==> src/rtl/metaballs_vga_out.sv <==
// VGA output stage for the metaballs renderer: aligns syncs/blanking to the pixel
// pipeline, maps 2-bit intensity through a frame-synchronous cycling palette.
module metaballs_vga_out #(
    parameter int unsigned SYNC_DELAY     = 2,
    parameter int unsigned PALETTE_FRAMES = 32
) (
    input  logic       clk_50mhz,
    input  logic       reset_n,
    input  logic       h_sync,
    input  logic       v_sync,
    input  logic       display,
    input  logic [1:0] pix,
    input  logic       cycle_en,
    input  logic       palette_step,
    output logic [1:0] vga_r,
    output logic [1:0] vga_g,
    output logic [1:0] vga_b,
    output logic       vga_hsync,
    output logic       vga_vsync,
    output logic [1:0] palette_idx
);

    localparam logic [7:0] CntMax = 8'(PALETTE_FRAMES - 1);

    logic hs_dly, vs_dly, de_dly;

    generate
        if (SYNC_DELAY == 0) begin : g_nodly
            assign hs_dly = h_sync;
            assign vs_dly = v_sync;
            assign de_dly = display;
        end else begin : g_dly
            logic [SYNC_DELAY-1:0] hs_pipe_q, vs_pipe_q, de_pipe_q;

            always_ff @(posedge clk_50mhz or negedge reset_n) begin
                if (!reset_n) begin
                    hs_pipe_q <= '1;
                    vs_pipe_q <= '1;
                    de_pipe_q <= '0;
                end else begin
                    hs_pipe_q[0] <= h_sync;
                    vs_pipe_q[0] <= v_sync;
                    de_pipe_q[0] <= display;
                    for (int i = 1; i < SYNC_DELAY; i++) begin
                        hs_pipe_q[i] <= hs_pipe_q[i-1];
                        vs_pipe_q[i] <= vs_pipe_q[i-1];
                        de_pipe_q[i] <= de_pipe_q[i-1];
                    end
                end
            end

            assign hs_dly = hs_pipe_q[SYNC_DELAY-1];
            assign vs_dly = vs_pipe_q[SYNC_DELAY-1];
            assign de_dly = de_pipe_q[SYNC_DELAY-1];
        end
    endgenerate

    logic       vs_in_q;
    logic [7:0] frame_cnt_q, frame_cnt_d;
    logic [1:0] idx_q, idx_d;
    logic       pend_q, pend_d;
    logic       frame_tick;
    logic       auto_adv;

    assign frame_tick = vs_in_q & ~v_sync;

    always_comb begin
        frame_cnt_d = frame_cnt_q;
        idx_d       = idx_q;
        pend_d      = pend_q;
        auto_adv    = 1'b0;
        if (frame_tick) begin
            // A step request landing on the tick cycle is consumed by this tick.
            pend_d = 1'b0;
            if (cycle_en) begin
                if (frame_cnt_q == CntMax) begin
                    frame_cnt_d = 8'd0;
                    auto_adv    = 1'b1;
                end else begin
                    frame_cnt_d = frame_cnt_q + 8'd1;
                end
            end
            if (auto_adv || pend_q || palette_step) begin
                idx_d = idx_q + 2'd1;
            end
        end else if (palette_step) begin
            pend_d = 1'b1;
        end
    end

    logic [5:0] lut_rgb;

    always_comb begin
        lut_rgb = 6'b00_00_00;
        case ({idx_q, pix})
            4'b00_01: lut_rgb = 6'b01_00_00;
            4'b00_10: lut_rgb = 6'b11_01_00;
            4'b00_11: lut_rgb = 6'b11_11_10;
            4'b01_01: lut_rgb = 6'b00_00_01;
            4'b01_10: lut_rgb = 6'b00_01_11;
            4'b01_11: lut_rgb = 6'b10_11_11;
            4'b10_01: lut_rgb = 6'b00_01_00;
            4'b10_10: lut_rgb = 6'b01_11_00;
            4'b10_11: lut_rgb = 6'b10_11_10;
            4'b11_01: lut_rgb = 6'b01_01_01;
            4'b11_10: lut_rgb = 6'b10_10_10;
            4'b11_11: lut_rgb = 6'b11_11_11;
            default:  lut_rgb = 6'b00_00_00;
        endcase
    end

    logic [5:0] rgb_q;
    logic       hsync_q, vsync_q;

    always_ff @(posedge clk_50mhz or negedge reset_n) begin
        if (!reset_n) begin
            vs_in_q     <= 1'b1;
            frame_cnt_q <= 8'd0;
            idx_q       <= 2'd0;
            pend_q      <= 1'b0;
            rgb_q       <= 6'd0;
            hsync_q     <= 1'b1;
            vsync_q     <= 1'b1;
        end else begin
            vs_in_q     <= v_sync;
            frame_cnt_q <= frame_cnt_d;
            idx_q       <= idx_d;
            pend_q      <= pend_d;
            rgb_q       <= de_dly ? lut_rgb : 6'd0;
            hsync_q     <= hs_dly;
            vsync_q     <= vs_dly;
        end
    end

    assign vga_r       = rgb_q[5:4];
    assign vga_g       = rgb_q[3:2];
    assign vga_b       = rgb_q[1:0];
    assign vga_hsync   = hsync_q;
    assign vga_vsync   = vsync_q;
    assign palette_idx = idx_q;

endmodule

==> config.mk <==
export PLATFORM = sky130hd
export DESIGN_NAME = metaballs_vga_out
export DESIGN_NICKNAME = d
export VERILOG_FILES = /design/src/rtl/metaballs_vga_out.sv
export SDC_FILE = /design/constraint.sdc
export NUM_CORES = 1
export LEC_CHECK = 0
export ABC_CLOCK_PERIOD_IN_PS = 2200
export BUFFER_PORTS_ARGS = -buffer_cell sky130_fd_sc_hd__buf_2
export CAP_MARGIN = 0
export CORE_MARGIN = 5
export CORE_UTILIZATION = 40
export CTS_BUF_LIST = sky130_fd_sc_hd__clkbuf_4 sky130_fd_sc_hd__clkbuf_8 sky130_fd_sc_hd__clkbuf_16
export CTS_CLUSTER_SIZE = 10
export DETAILED_ROUTE_END_ITERATION = 7
export GPL_TIMING_DRIVEN = 0
export PLACE_DENSITY = 0.59
export SYNTH_ARGS = -nofsm -noshare
export SYNTH_HDL_FRONTEND = slang
export SYNTH_SLANG_ARGS = --single-unit
==> constraint.sdc <==
create_clock -name clk_50mhz -period 2.2 [get_ports clk_50mhz]
set_input_delay 0 -clock clk_50mhz [delete_from_list [all_inputs] [get_ports clk_50mhz]]
set_output_delay 0 -clock clk_50mhz [all_outputs]
set_load 0.03 [all_outputs]
==> flow_summary.json <==
{
  "status": "completed",
  "yosys_register_bits": 25,
  "dr_wl_met2_um": 787,
  "ant_nets": 0,
  "cp_max_fo": 4,
  "rsz0062_at_grt": "no",
  "start_util_pct": 40.7,
  "synthToLayoutAreaGrowth_pct": 24.0,
  "routedWlPerCell_um": 11.4,
  "cts_root_buffer": "clkbuf_4",
  "grt_antenna_before_repair": 0,
  "hold_violations": 0,
  "overflow": 0,
  "ios": 19,
  "p_switching_mw": 0.438,
  "report.final.slew_viol_count": 0,
  "syn_avg_cell_area_um2": 12.2,
  "max-slew-margin-rel_pct": 65.3,
  "hp-class": "input pin to asynchronous set/reset pin",
  "syn_area_um2": 990,
  "yosys.cell_types.count": 25,
  "cts.sinks": 25,
  "netlist_top_cells_area": "dfrtp_1, dfstp_2, nor2_1",
  "sw_frac_of_total_pct": 35.6,
  "syn-num-nets": 91,
  "crit_type": "flop to flop",
  "core_um2": 2430,
  "io_buffers": 18,
  "clk-insertion-delay-late_ns": 0.31,
  "firstDrtPassIters": 4,
  "vias": 660,
  "synth_cells": 81,
  "chipWidth_um": 59.7,
  "max_freq_ghz": 0.700,
  "p_clk_share_pct": 17.1,
  "routed_wl_mm": 1.61,
  "maxCapViolCount": 0,
  "ys.warnings.count": 0,
  "post-route-period-util_pct": 65.0,
  "drive_gt1_share_pct": 31.5,
  "powerDensity_nw_per_um2": 1000,
  "gp_congestion": 0.771,
  "seqPwrFrac_pct": 51.3,
  "n_antenna_cell": 0,
  "clock_path_buffers": 2,
  "combPwrFrac_pct": 31.7,
  "fin_skew_ns": 0.00772,
  "p_leak_nw": 0.582,
  "cts_tree": "built",
  "nets": 122,
  "drt-initial-drc-count": 19,
  "cts_made_buffers": 3,
  "cp.required_ns": 2.45,
  "post-synth-top-area-fraction_pct": 48.0,
  "internal-power_mw": 0.791,
  "dieHeight_um": 59.7,
  "ir_drop_uv": 705,
  "die-area_um2": 3570,
  "wl_met1_um": 684,
  "arrival_ns": 1.68,
  "setup_tns_ns": 0,
  "setup_violations": 0,
  "htree_levels": 1,
  "regToRegStartpoint": "frame_cnt_q[0]",
  "place_ws_ns": 0.785,
  "path_clk_slew_ns": 0.13,
  "drc": 0,
  "crit_path_start_kind": "flop",
  "highest-signal-layer": "met4",
  "startpoint": "frame_cnt_q[0]",
  "rows": 18,
  "grt_max_degree": 26,
  "yosysSeqAreaShare_pct": 64.0,
  "vias_per_cell": 4.68,
  "n_fill_cell": 225,
  "synth_top_cell_by_area": "dfrtp_1",
  "worst_slack_ns": 0.771,
  "grt_use_total_pct": 10.6,
  "grt_pass1_vias": 663,
  "grt_pass1_wl_mm": 2.79,
  "cts_resized": 0,
  "worstRegToRegCells": 5,
  "tightest_slew_ns": 0.521,
  "dp_hpwl_mm": 1.15,
  "wl_met3_um": 124,
  "final_util_pct": 50.5,
  "crit_path_end_kind": "flop",
  "fin_crit_ns": 1.43
}
-- cells by family after synthesis --
| logic type | synth area share [%] |
|---|---|
| XOR/XNOR | 7.84 |
| buffers and inverters | 1.14 |
| AND/OR/NAND/NOR | 18.5 |
| AO/OA/AOI/OAI | 5.06 |
| multiplexers | 2.28 |
| flip-flops | 64.0 |
| adder cells (fa/ha/maj) | 1.26 |
-- power by group through the flow --
stage                     logic (mW)  clock network (mW)  registers (mW)
after floorplan                0.197                   0           0.714
after global placement         0.375                   0           0.636
after detailed placement       0.383                   0           0.639
after CTS                      0.396               0.220           0.629
after global routing           0.435               0.242           0.643
final                          0.389               0.210           0.630
-- cells in the mapped netlist --
library cell,count
nor4_1,1
a311oi_1,1
nand4_1,2
dfrtp_1,19
nand3_1,2
nand3b_1,1
clkbuf_1,1
a22oi_1,2
nor2b_1,3
and3_4,2
a21oi_1,4
and2b_2,1
a31oi_1,1
inv_1,2
nand2_1,7
nand2b_1,1
nor3b_2,1
nor2_1,12
ha_1,1
mux2_2,2
xor2_2,1
dfstp_2,6
xor2_1,3
xnor2_1,4
and3_1,1
-- flip-flops by register name, summed over array words and instances, names as in the netlist --
signal / flops
vga_hsync: 1
palette_idx: 2
vga_vsync: 1
g_dly.hs_pipe_q: 2
pend_q: 1
rgb_q: 6
frame_cnt_q: 8
g_dly.de_pipe_q: 2
g_dly.vs_pipe_q: 2
-- timing repair --
item / in CTS / in global routing
buffers inserted: 0 / 0
hold buffers: 8 / 0
hold endpoints to repair: 29 / 0
-- layout by cell type (no fill, tap or decap), types with 4 or more instances in the layout --
cell           count
a21oi_1            4
buf_2             18
clkbuf_4           4
dfrtp_1           19
dfstp_2            6
dlygate4sd3_1      8
nand2_1            7
nor2_1            12
xnor2_1            4
-- critical path, stage by stage, from the launching register on --
cell and delay, ns:
dfrtp_1 0.42, ha_1 0.25, nor2b_1 0.16, a311oi_1 0.26, nand2b_1 0.17, xnor2_1 0.11
-- final timing paths --
check,endpoint,slack (ns)
worst min-delay path,rgb_q[2],0.17
max in group asynchronous,g_dly.vs_pipe_q[0],1.65
worst max-delay path,palette_idx[0],0.77
min in group clk_50mhz,g_dly.de_pipe_q[0],0.33
worst max register to register,palette_idx[0],0.77
worst min register to register,vga_hsync,0.36
-- per-stage QoR --
stage,power (mW),hold slack [ns],cells,cell area (µm²)
after floorplan,0.911,-0.296,81,990
after global placement,1.01,0.0130,129,1120
after detailed placement,1.02,0.0107,129,1120
after CTS,1.25,0.198,141,1230
after global routing,1.32,0.226,141,1230
final,1.23,0.173,141,1230
-- final cells by class --
type	count	area, µm²	share of cell area (%)
Buffer	1	3.75	0.306
Timing Repair Buffer	26	170	13.9
Clock buffer	4	30.0	2.45
Sequential cell	25	633	51.6
Multi-Input combinational cell	53	345	28.1
Tap cell	30	37.5	3.06
Inverter	2	7.51	0.612
-- routing by layer --
metal,GRT usage [%],up-vias
li1,-,329
met1,11.7,313
met5,0,-
met4,1.90,0
met2,18.8,16
met3,4.75,2
Note: power is estimated with default switching activity, not from simulation.
